## config.mk

```make
export PLATFORM = sky130hd
export DESIGN_NAME = dircc_rts_multiport_handler
export DESIGN_NICKNAME = d
export VERILOG_FILES = /design/src/rtl/dircc_rts_pkg.sv /design/src/rtl/dircc_rr_select.sv /design/src/rtl/dircc_rts_multiport_handler.sv
export SDC_FILE = /design/constraint.sdc
export NUM_CORES = 1
export LEC_CHECK = 0
export CORE_MARGIN = 3
export CORE_UTILIZATION = 32
export CTS_BUF_LIST = sky130_fd_sc_hd__clkbuf_4 sky130_fd_sc_hd__clkbuf_8
export DETAILED_ROUTE_END_ITERATION = 8
export PLACE_DENSITY_LB_ADDON = 0.05
export SLEW_MARGIN = 20
export SYNTH_ARGS = -nofsm -noshare
export SYNTH_HDL_FRONTEND = slang
export SYNTH_HIERARCHICAL = 1
export SYNTH_SLANG_ARGS = --single-unit
```

## constraint.sdc

```tcl
create_clock -name clk -period 2.39 [get_ports clk]
set_input_delay 0.239 -clock clk [delete_from_list [all_inputs] [get_ports clk]]
set_output_delay 0.239 -clock clk [all_outputs]
set_load 0.02 [all_outputs]
```

## src/rtl/dircc_rts_pkg.sv

```systemverilog
// Shared types and helpers for the DiRCC ready-to-send handler.
package dircc_rts_pkg;

    localparam int STATE_WORD_W = 32;

    // System-state bit that marks a device as running; RTS is only honoured then.
    localparam logic [STATE_WORD_W-1:0] DIRCC_STATE_RUNNING = 32'h0000_0004;

    typedef struct packed {
        logic [STATE_WORD_W-1:0] dircc_state;
        logic [STATE_WORD_W-1:0] user_state;
    } device_state_t;

    typedef enum logic {
        IDLE,
        BUSY
    } rts_fsm_t;

    typedef enum logic {
        ARB_FIXED,
        ARB_ROUND_ROBIN
    } rts_arb_mode_t;

    // Per-port RTS mask from a device state: low n user bits, zero unless running.
    function automatic logic [STATE_WORD_W-1:0] rts_mask_from_state(input device_state_t s,
                                                                    input int n);
        logic [STATE_WORD_W-1:0] keep;
        keep = (n >= STATE_WORD_W) ? '1 : ((32'h1 << n) - 32'h1);
        return ((s.dircc_state & DIRCC_STATE_RUNNING) != '0) ? (s.user_state & keep) : '0;
    endfunction

endpackage

```

## src/rtl/dircc_rr_select.sv

```systemverilog
// Combinational port picker: lowest set request, or first set at/after ptr with wrap.
module dircc_rr_select
    import dircc_rts_pkg::*;
#(
    parameter int NUM_PORTS = 4,
    parameter int PW        = (NUM_PORTS > 1) ? $clog2(NUM_PORTS) : 1
) (
    input  logic [NUM_PORTS-1:0] req,
    input  logic [PW-1:0]        ptr,
    input  rts_arb_mode_t        mode,
    output logic                 found,
    output logic [PW-1:0]        index
);

    // Scan NUM_PORTS candidates starting at 0 (fixed) or ptr (round-robin); first hit wins.
    always_comb begin
        int c;
        found = 1'b0;
        index = '0;
        c     = 0;
        for (int k = 0; k < NUM_PORTS; k++) begin
            c = (mode == ARB_ROUND_ROBIN) ? int'(ptr) + k : k;
            if (c >= NUM_PORTS) c = c - NUM_PORTS;
            if (!found && req[c]) begin
                found = 1'b1;
                index = PW'(c);
            end
        end
    end

endmodule

```

## src/rtl/dircc_rts_multiport_handler.sv

```systemverilog
// Latches a device's per-port RTS mask on a state read and hands out one grant per port.
module dircc_rts_multiport_handler
    import dircc_rts_pkg::*;
#(
    parameter int    ADDRESS_MEM_WIDTH = 32,
    parameter int    NUM_PORTS         = 4,
    parameter int    RTS_WIDTH         = 32,
    parameter string ARB_MODE          = "round_robin",
    parameter string NODE_TYPE         = "default"
) (
    input  logic                                  clk,
    input  logic                                  reset_n,
    input  logic                                  state_valid,
    output logic                                  state_ready,
    input  logic [ADDRESS_MEM_WIDTH-1:0]          address,
    input  device_state_t                         read_state,
    output logic [RTS_WIDTH-1:0]                  rts_ready,
    output logic                                  grant_valid,
    output logic [((NUM_PORTS > 1) ? $clog2(NUM_PORTS) : 1)-1:0] grant_port,
    output logic [ADDRESS_MEM_WIDTH-1:0]          grant_address,
    input  logic                                  grant_ready
);

    localparam int            PW   = (NUM_PORTS > 1) ? $clog2(NUM_PORTS) : 1;
    localparam rts_arb_mode_t MODE = (ARB_MODE == "fixed") ? ARB_FIXED : ARB_ROUND_ROBIN;

    // Node type only selects application tables elsewhere; nothing here depends on it.
    localparam bit unused_node_is_default = (NODE_TYPE == "default");

    rts_fsm_t                     state_q, state_d;
    logic [NUM_PORTS-1:0]         pend_q, pend_d;
    logic [PW-1:0]                ptr_q, ptr_d;
    logic [ADDRESS_MEM_WIDTH-1:0] addr_d;
    logic [STATE_WORD_W-1:0]      cap_mask;
    logic                         sel_found;
    logic [PW-1:0]                sel_index;
    logic                         unused_mask_hi;

    assign cap_mask       = rts_mask_from_state(read_state, NUM_PORTS);
    assign unused_mask_hi = ^cap_mask[STATE_WORD_W-1:NUM_PORTS];

    // pending is itself a register, so this is the registered image the sender polls.
    assign rts_ready = RTS_WIDTH'(pend_q);

    // Next-state: capture in IDLE, retire the presented grant in BUSY.
    always_comb begin
        state_d = state_q;
        pend_d  = pend_q;
        ptr_d   = ptr_q;
        addr_d  = grant_address;
        case (state_q)
            IDLE: begin
                if (state_valid) begin
                    pend_d = cap_mask[NUM_PORTS-1:0];
                    addr_d = address;
                    if (pend_d != '0) state_d = BUSY;
                end
            end
            BUSY: begin
                // New reads are dropped here; the sender re-polls after we go idle.
                if (grant_valid && grant_ready) begin
                    pend_d = pend_q & ~(NUM_PORTS'(1) << grant_port);
                    if (MODE == ARB_ROUND_ROBIN)
                        ptr_d = (grant_port == PW'(NUM_PORTS - 1)) ? '0 : grant_port + 1'b1;
                    if (pend_d == '0) state_d = IDLE;
                end
            end
            default: state_d = IDLE;
        endcase
    end

    // Selecting on the next pending/pointer lets grants run back-to-back.
    dircc_rr_select #(
        .NUM_PORTS (NUM_PORTS),
        .PW        (PW)
    ) u_select (
        .req   (pend_d),
        .ptr   (ptr_d),
        .mode  (MODE),
        .found (sel_found),
        .index (sel_index)
    );

    // FSM state register.
    always_ff @(posedge clk or negedge reset_n) begin
        if (!reset_n) state_q <= IDLE;
        else          state_q <= state_d;
    end

    // Pending set, pointer and all registered outputs; grant_port holds while stalled.
    always_ff @(posedge clk or negedge reset_n) begin
        if (!reset_n) begin
            pend_q        <= '0;
            ptr_q         <= '0;
            grant_valid   <= 1'b0;
            grant_port    <= '0;
            grant_address <= '0;
            state_ready   <= 1'b1;
        end else begin
            pend_q        <= pend_d;
            ptr_q         <= ptr_d;
            grant_valid   <= sel_found;
            grant_address <= addr_d;
            state_ready   <= (state_d == IDLE);
            if (sel_found) grant_port <= sel_index;
        end
    end

endmodule

```

# Word-level counts from Yosys, hierarchy flattened
# Cells that the tools add are included.
# classes
n_addsub	8
n_lt_le_gt_ge	8
eq_ne	1
n_shift	1
muxes	36
n_bitwise	4
reduce_logical	10
# op_table
op	count
$lt A32 B4 Y1 const B	4
$mux W32	4
$ge A32 B4 Y1 const B	3
$sub A32 B4 Y32 const B	3
$mux W1	16
$mux W2	7
$mux W4	3
$bmux W1 S2	4
$pmux W4 S2	1
$add A2 B2 Y3 const B	2
$and A4 B4 Y4	1
$logic_and A1 B1 Y1	4
$logic_not A4 Y1	1
$not A4 Y4	1
$reduce_bool A4 Y1	1
$shl A1 B2 Y4 const A	1
$sub A2 B3 Y4 const B	1
$add A2 B1 Y3 const B	1
$ge A2 B3 Y1 const B	1
$logic_not A1 Y1	3
$add A2 B1 Y2 const B	1
$eq A2 B2 Y1 const B	1
$not A1 Y1	2
$pmux W1 S2	1
$reduce_and A2 Y1	1
# word_totals
regBits	43
inputBits	100
output_inout_bits	68

# Depth between registers and ports, before layout
# depth
word_depth	19
depth_mapped	11
mapped_depth_nobuf	11

# Hierarchy
# The synthesis kept the hierarchy.
# modules_own_cells
mod	instances	cells_per_inst	area_per_inst_um2	seq_area_each_um2
dircc_rts_multiport_handler	1	154	2107.0	1077.3
dircc_rr_select	1	36	250.2	0.0

# Worst setup path before layout
# No wires, ideal clock.
# synth_path
path_kind	reg-to-reg
start	register grant_port[0] (netlist bit)
end	register grant_port[1] (netlist bit)
setup_time_ps	127
arrival_time_ps	2280
required_ps	2263
slack_ps	-17
stages_incl_launch_ff	10
path_buffers	0
period_less_slack_ps	2407
path_cell_list	dfrtp_1 > inv_1 > ha_1 > mux2_2 > mux2_4 > a221oi_2 > a2111oi_0 > a31o_2 > nand2_1 > o21ai_0
# synth_via
elab_chain_len	19
# synth_lines
element	line	text
start, declared	dircc_rts_multiport_handler.sv:19	output logic [((NUM_PORTS > 1) ? $clog2(NUM_PORTS) : 1)-1:0] grant_port,
start signal, assigned	dircc_rts_multiport_handler.sv:105	if (sel_found) grant_port <= sel_index;
$add A2 B1 Y2 / $eq A2 B2 Y1 (equally long branches)	dircc_rts_multiport_handler.sv:64	ptr_d = (grant_port == PW'(NUM_PORTS - 1)) ? '0 : grant_port + 1'b1;
$mux W2 *	dircc_rts_multiport_handler.sv:64	
$mux W2 *	dircc_rts_multiport_handler.sv:61	if (grant_valid && grant_ready) begin
$mux W2 *	dircc_rts_multiport_handler.sv:51	case (state_q)
named net ptr_d[1]	dircc_rts_multiport_handler.sv:32	logic [PW-1:0] ptr_q, ptr_d;
branches (longest 14 deep; another with $sub A32 B4 Y32)	-	
$mux W2 *	dircc_rr_select.sv:24	if (!found && req[c]) begin
named net sel_index[1]	dircc_rts_multiport_handler.sv:36	logic [PW-1:0] sel_index;
# Mark *: on every way through the listed nets, which the timed path passes. The select of a mux whose other input is x is not followed.
# A chain may end at the register's enable or synchronous reset.

# Worst setup path after layout
# layout_path
start	register grant_port[0] (netlist bit)
end	register grant_port[0] (netlist bit)
# The elaborated chain is that of the path after synthesis.

==> results.md <==
- H-Tree Level Count: 2
- Sw frac: 0.373
- Drt total wl: between 5000 and 6000 µm
- Final Core Density: 0.500
- Residual DRC: 0
- Share of cells above drive strength 1: 0.283
- Yosys reg bits: 43
- Dpl hpwl: about 4000 µm
- Fin. Hold Viols: 0
- PnR Total Power: roughly 4.7 mW
- Layout area overhead: 48.1%
- DRC marker count from the first detailed-route iteration: 55
- Initial antenna violation count: 0
- Kind of critical path: flip-flop to flip-flop
- Die area: 0.00843 mm²
- Area occupied by registers: 0.00108 mm²
- HP Class: primary input to asynchronous set/reset pin
- PnR worst setup slack: 0.0547 ns
- Die W: 91.8 µm
- Least-Margin Pin Slew: ~0.52 ns
- Part of the power in combinational logic: 0.606
- R2R setup slack: 0.05 ns
- Root Buffer: clkbuf_8
- Max-slew violations: 0
- GRT Util Overall: 0.134
- Synth Instances: 190
- Sequential Power Share: 0.275
- Grt ovf: 0
- Clock Tree Buf Depth: 2
- Avg Inst Size Synth: 12.4 µm²
- Starting Density: 0.338
- Setup Skew: 0.00809 ns
- Largest net degree at the start of global routing: 33
- Worst vdd ir: 0.451 mV
- Std cell rows: 30
- Worst slew margin: 0.652
- Clock sink total: 43
- Sw Pwr: 1.77 mW
- Setup Viol. Count Final: 0
- CP max FO: 7
- First-pass GRT wire length: 9110 µm
- Clock latency on the worst-skew pair: 0.29 ns
- LEAKAGE: approximately 1.5 nW
- Ports: 168
- Yosys cell types: 42
- Via count: 1710
- P per Cell Area: 1350 mW/mm²
- Critical path capture point type: flip-flop
- Fin crit share: 0.977
- Critical path launch point type: flip-flop
- Critical Path RT: 2.60 ns
- Synthesized cell area: between 0.002 and 0.0025 mm²
- Avg WL per Cell: 14.4 µm
- Ys Warns: 6
- GPL Wtd Cong: 0.842
- TritonCTS Buffers: 5
- Fin Hold WS: around 0.45 ns
- Final Non-Filler Cells: 389
- Area of the multi-input gates: 0.00116 mm²
- Post-detailed-route count of antenna-violating nets: 0
- Crit path DAT: 2.54 ns
- IO Port Bufs: 80
- Status: finished, final reports clean
- Unrepaired setup endpoints after global routing: true
- Final Critical Period: roughly 2.3 ns
- Vias in the first global route: 1716
- DP Worst Slack: -0.145 ns
- Max Freq: 428 MHz
- R2r endpoint: grant_port[0]
- Max-cap violations: 0
- Placed Cells: ~380
- Fill count: between 600 and 700
- Cell-internal power: 2.96 mW
- Post-synthesis sequential area ratio: 0.457
- Die Y: 91.8 µm
- Antenna diode count: 0
- Final-stage net count: around 400
- Clk slew on worst S/H paths: 0.09 ns
- Core area: between 0.006 and 0.007 mm²
- Drt pass-1 iters: 4
- Reg2Reg Depth: 10
- Via density: 4.40
- FF-to-FF Start: grant_port[0]
- CTS tree: yes
- Clk pwr share: 0.119
-- registers in the layout, indices dropped and copies added (netlist names) --
signal	cells
grant_port	2
state_q	1
ptr_q	2
grant_address	32
grant_valid	1
state_ready	1
pend_q	4
-- power by group through the flow --
stage               Clock, mW  Sequential (mW)  Combinational (mW)
floorplan                   0             1.72                1.16
CTS                     0.585             1.30                2.66
finish                  0.561             1.30                2.87
global route            0.607             1.36                3.07
detailed placement          0             1.31                2.65
global placement            0             1.31                2.66
-- cells in the final DEF (no fill, tap or decap), drive strengths merged, types with 2 or more instances in the layout --
master and n:
clkdlybuf4s50 79, dfrtp 42, mux2 34, conb 29, buf 24, nand2 9, o21ai 9, nor2b 7
a31oi 6, inv 6, clkbuf 5, a21oi 4, ha 4, o211ai 3, nand3 3, nand2b 2
mux2i 2, o31ai 2, a221oi 2, a31o 2, clkinv 2
-- kinds of logic after synthesis --
family | count (synthesis) | share of synthesized area
AO/OA/AOI/OAI | 35 | 0.102
adder cells (fa/ha/maj) | 4 | 0.0212
buffers and inverters | 42 | 0.127
flip-flops | 43 | 0.457
multiplexers | 36 | 0.220
other | 2 | 0.00319
AND/OR/NAND/NOR | 28 | 0.0695
-- worst max-delay path by stage --
stage,startpoint,to,slack (ns),cells after the start
after CTS,grant_port[0],grant_port[1],0.02,9
after floorplan,grant_port[1],grant_port[1],0.03,9
final,grant_port[0],grant_port[0],0.05,10
after global routing,grant_port[0],grant_port[0],-0.06,10
after global placement,grant_ready,grant_port[1],-0.16,9
after detailed placement,state_valid,grant_port[0],-0.15,10
-- synth_stat cells --
cell,count,area [µm²]
o221ai_1,1,8.76
inv_1,6,22.5
or4_1,1,7.51
a221oi_2,1,15.0
a21oi_1,4,20.0
ha_1,4,50.1
nor2b_1,6,37.5
and2_1,1,6.26
mux2i_1,2,20.0
mux2_2,3,33.8
nand4b_1,1,8.76
and4b_1,1,10.0
or3_1,1,6.26
dfstp_2,1,26.3
clkbuf_2,1,5.00
or2_2,1,6.26
o21a_1,1,7.51
nand4_1,1,6.26
o2bb2ai_1,1,8.76
o311ai_1,1,8.76
a31oi_1,6,37.5
nor2b_4,1,13.8
clkbuf_1,1,3.75
a31o_2,1,8.76
conb_1,2,7.51
buf_2,1,5.00
nand2b_1,2,12.5
dfrtp_1,42,1050
nand2_1,9,33.8
a2111oi_0,1,8.76
nand3_1,3,15.0
a2bb2oi_1,1,8.76
o31ai_1,2,15.0
buf_6,4,45.0
a221oi_1,1,8.76
buf_4,29,218
o21ai_0,8,40.0
a21boi_0,1,7.51
a31o_1,1,8.76
o21ai_1,1,5.00
o211ai_1,3,22.5
mux2_4,31,465
-- per-stage QoR --
stage	instance area [µm²]	setup TNS [ns]
finish	3490	0
global route	3490	-0.119
CTS	3370	0
detailed placement	3250	-0.360
global placement	3250	-0.389
floorplan	2460	0
-- routing by layer --
metal / vias to the layer above / global-route usage / share of wire
met2: 62 / 0.212 / 0.49
met1: 817 / 0.179 / 0.43
met4: 0 / 0.0446 / 0.019
met5: - / 0 / 0
li1: 821 / - / -
met3: 10 / 0.0320 / 0.055
-- critical path, cell delays in order (launching register included) --
cell,delay [ns]
dfrtp_2,0.44
buf_4,0.15
ha_4,0.16
o31ai_4,0.28
buf_6,0.17
and2_1,0.20
a221oi_4,0.10
o311ai_2,0.38
mux2i_1,0.22
nand2_1,0.06
o21ai_0,0.07
-- layout make-up --
type,count,area share
Clock inverter,3,0.0125
Tap cell,96,0.0344
Clock buffer,5,0.0197
Inverter,6,0.00645
Sequential cell,43,0.309
Multi-Input combinational cell,132,0.333
Timing Repair Buffer,104,0.285
-- what timing repair did --
| item | 4_1_cts | 5_1_grt |
|---|---|---|
| hold buffers | 1 | 0 |
| setup buffers | 0 | 4 |
| gates resized for setup | 0 | 24 |
| endpoints found under the hold margin | 21 | 0 |
| setup endpoints to repair | 0 | 3 |
Power figures use the tool's default switching activity.
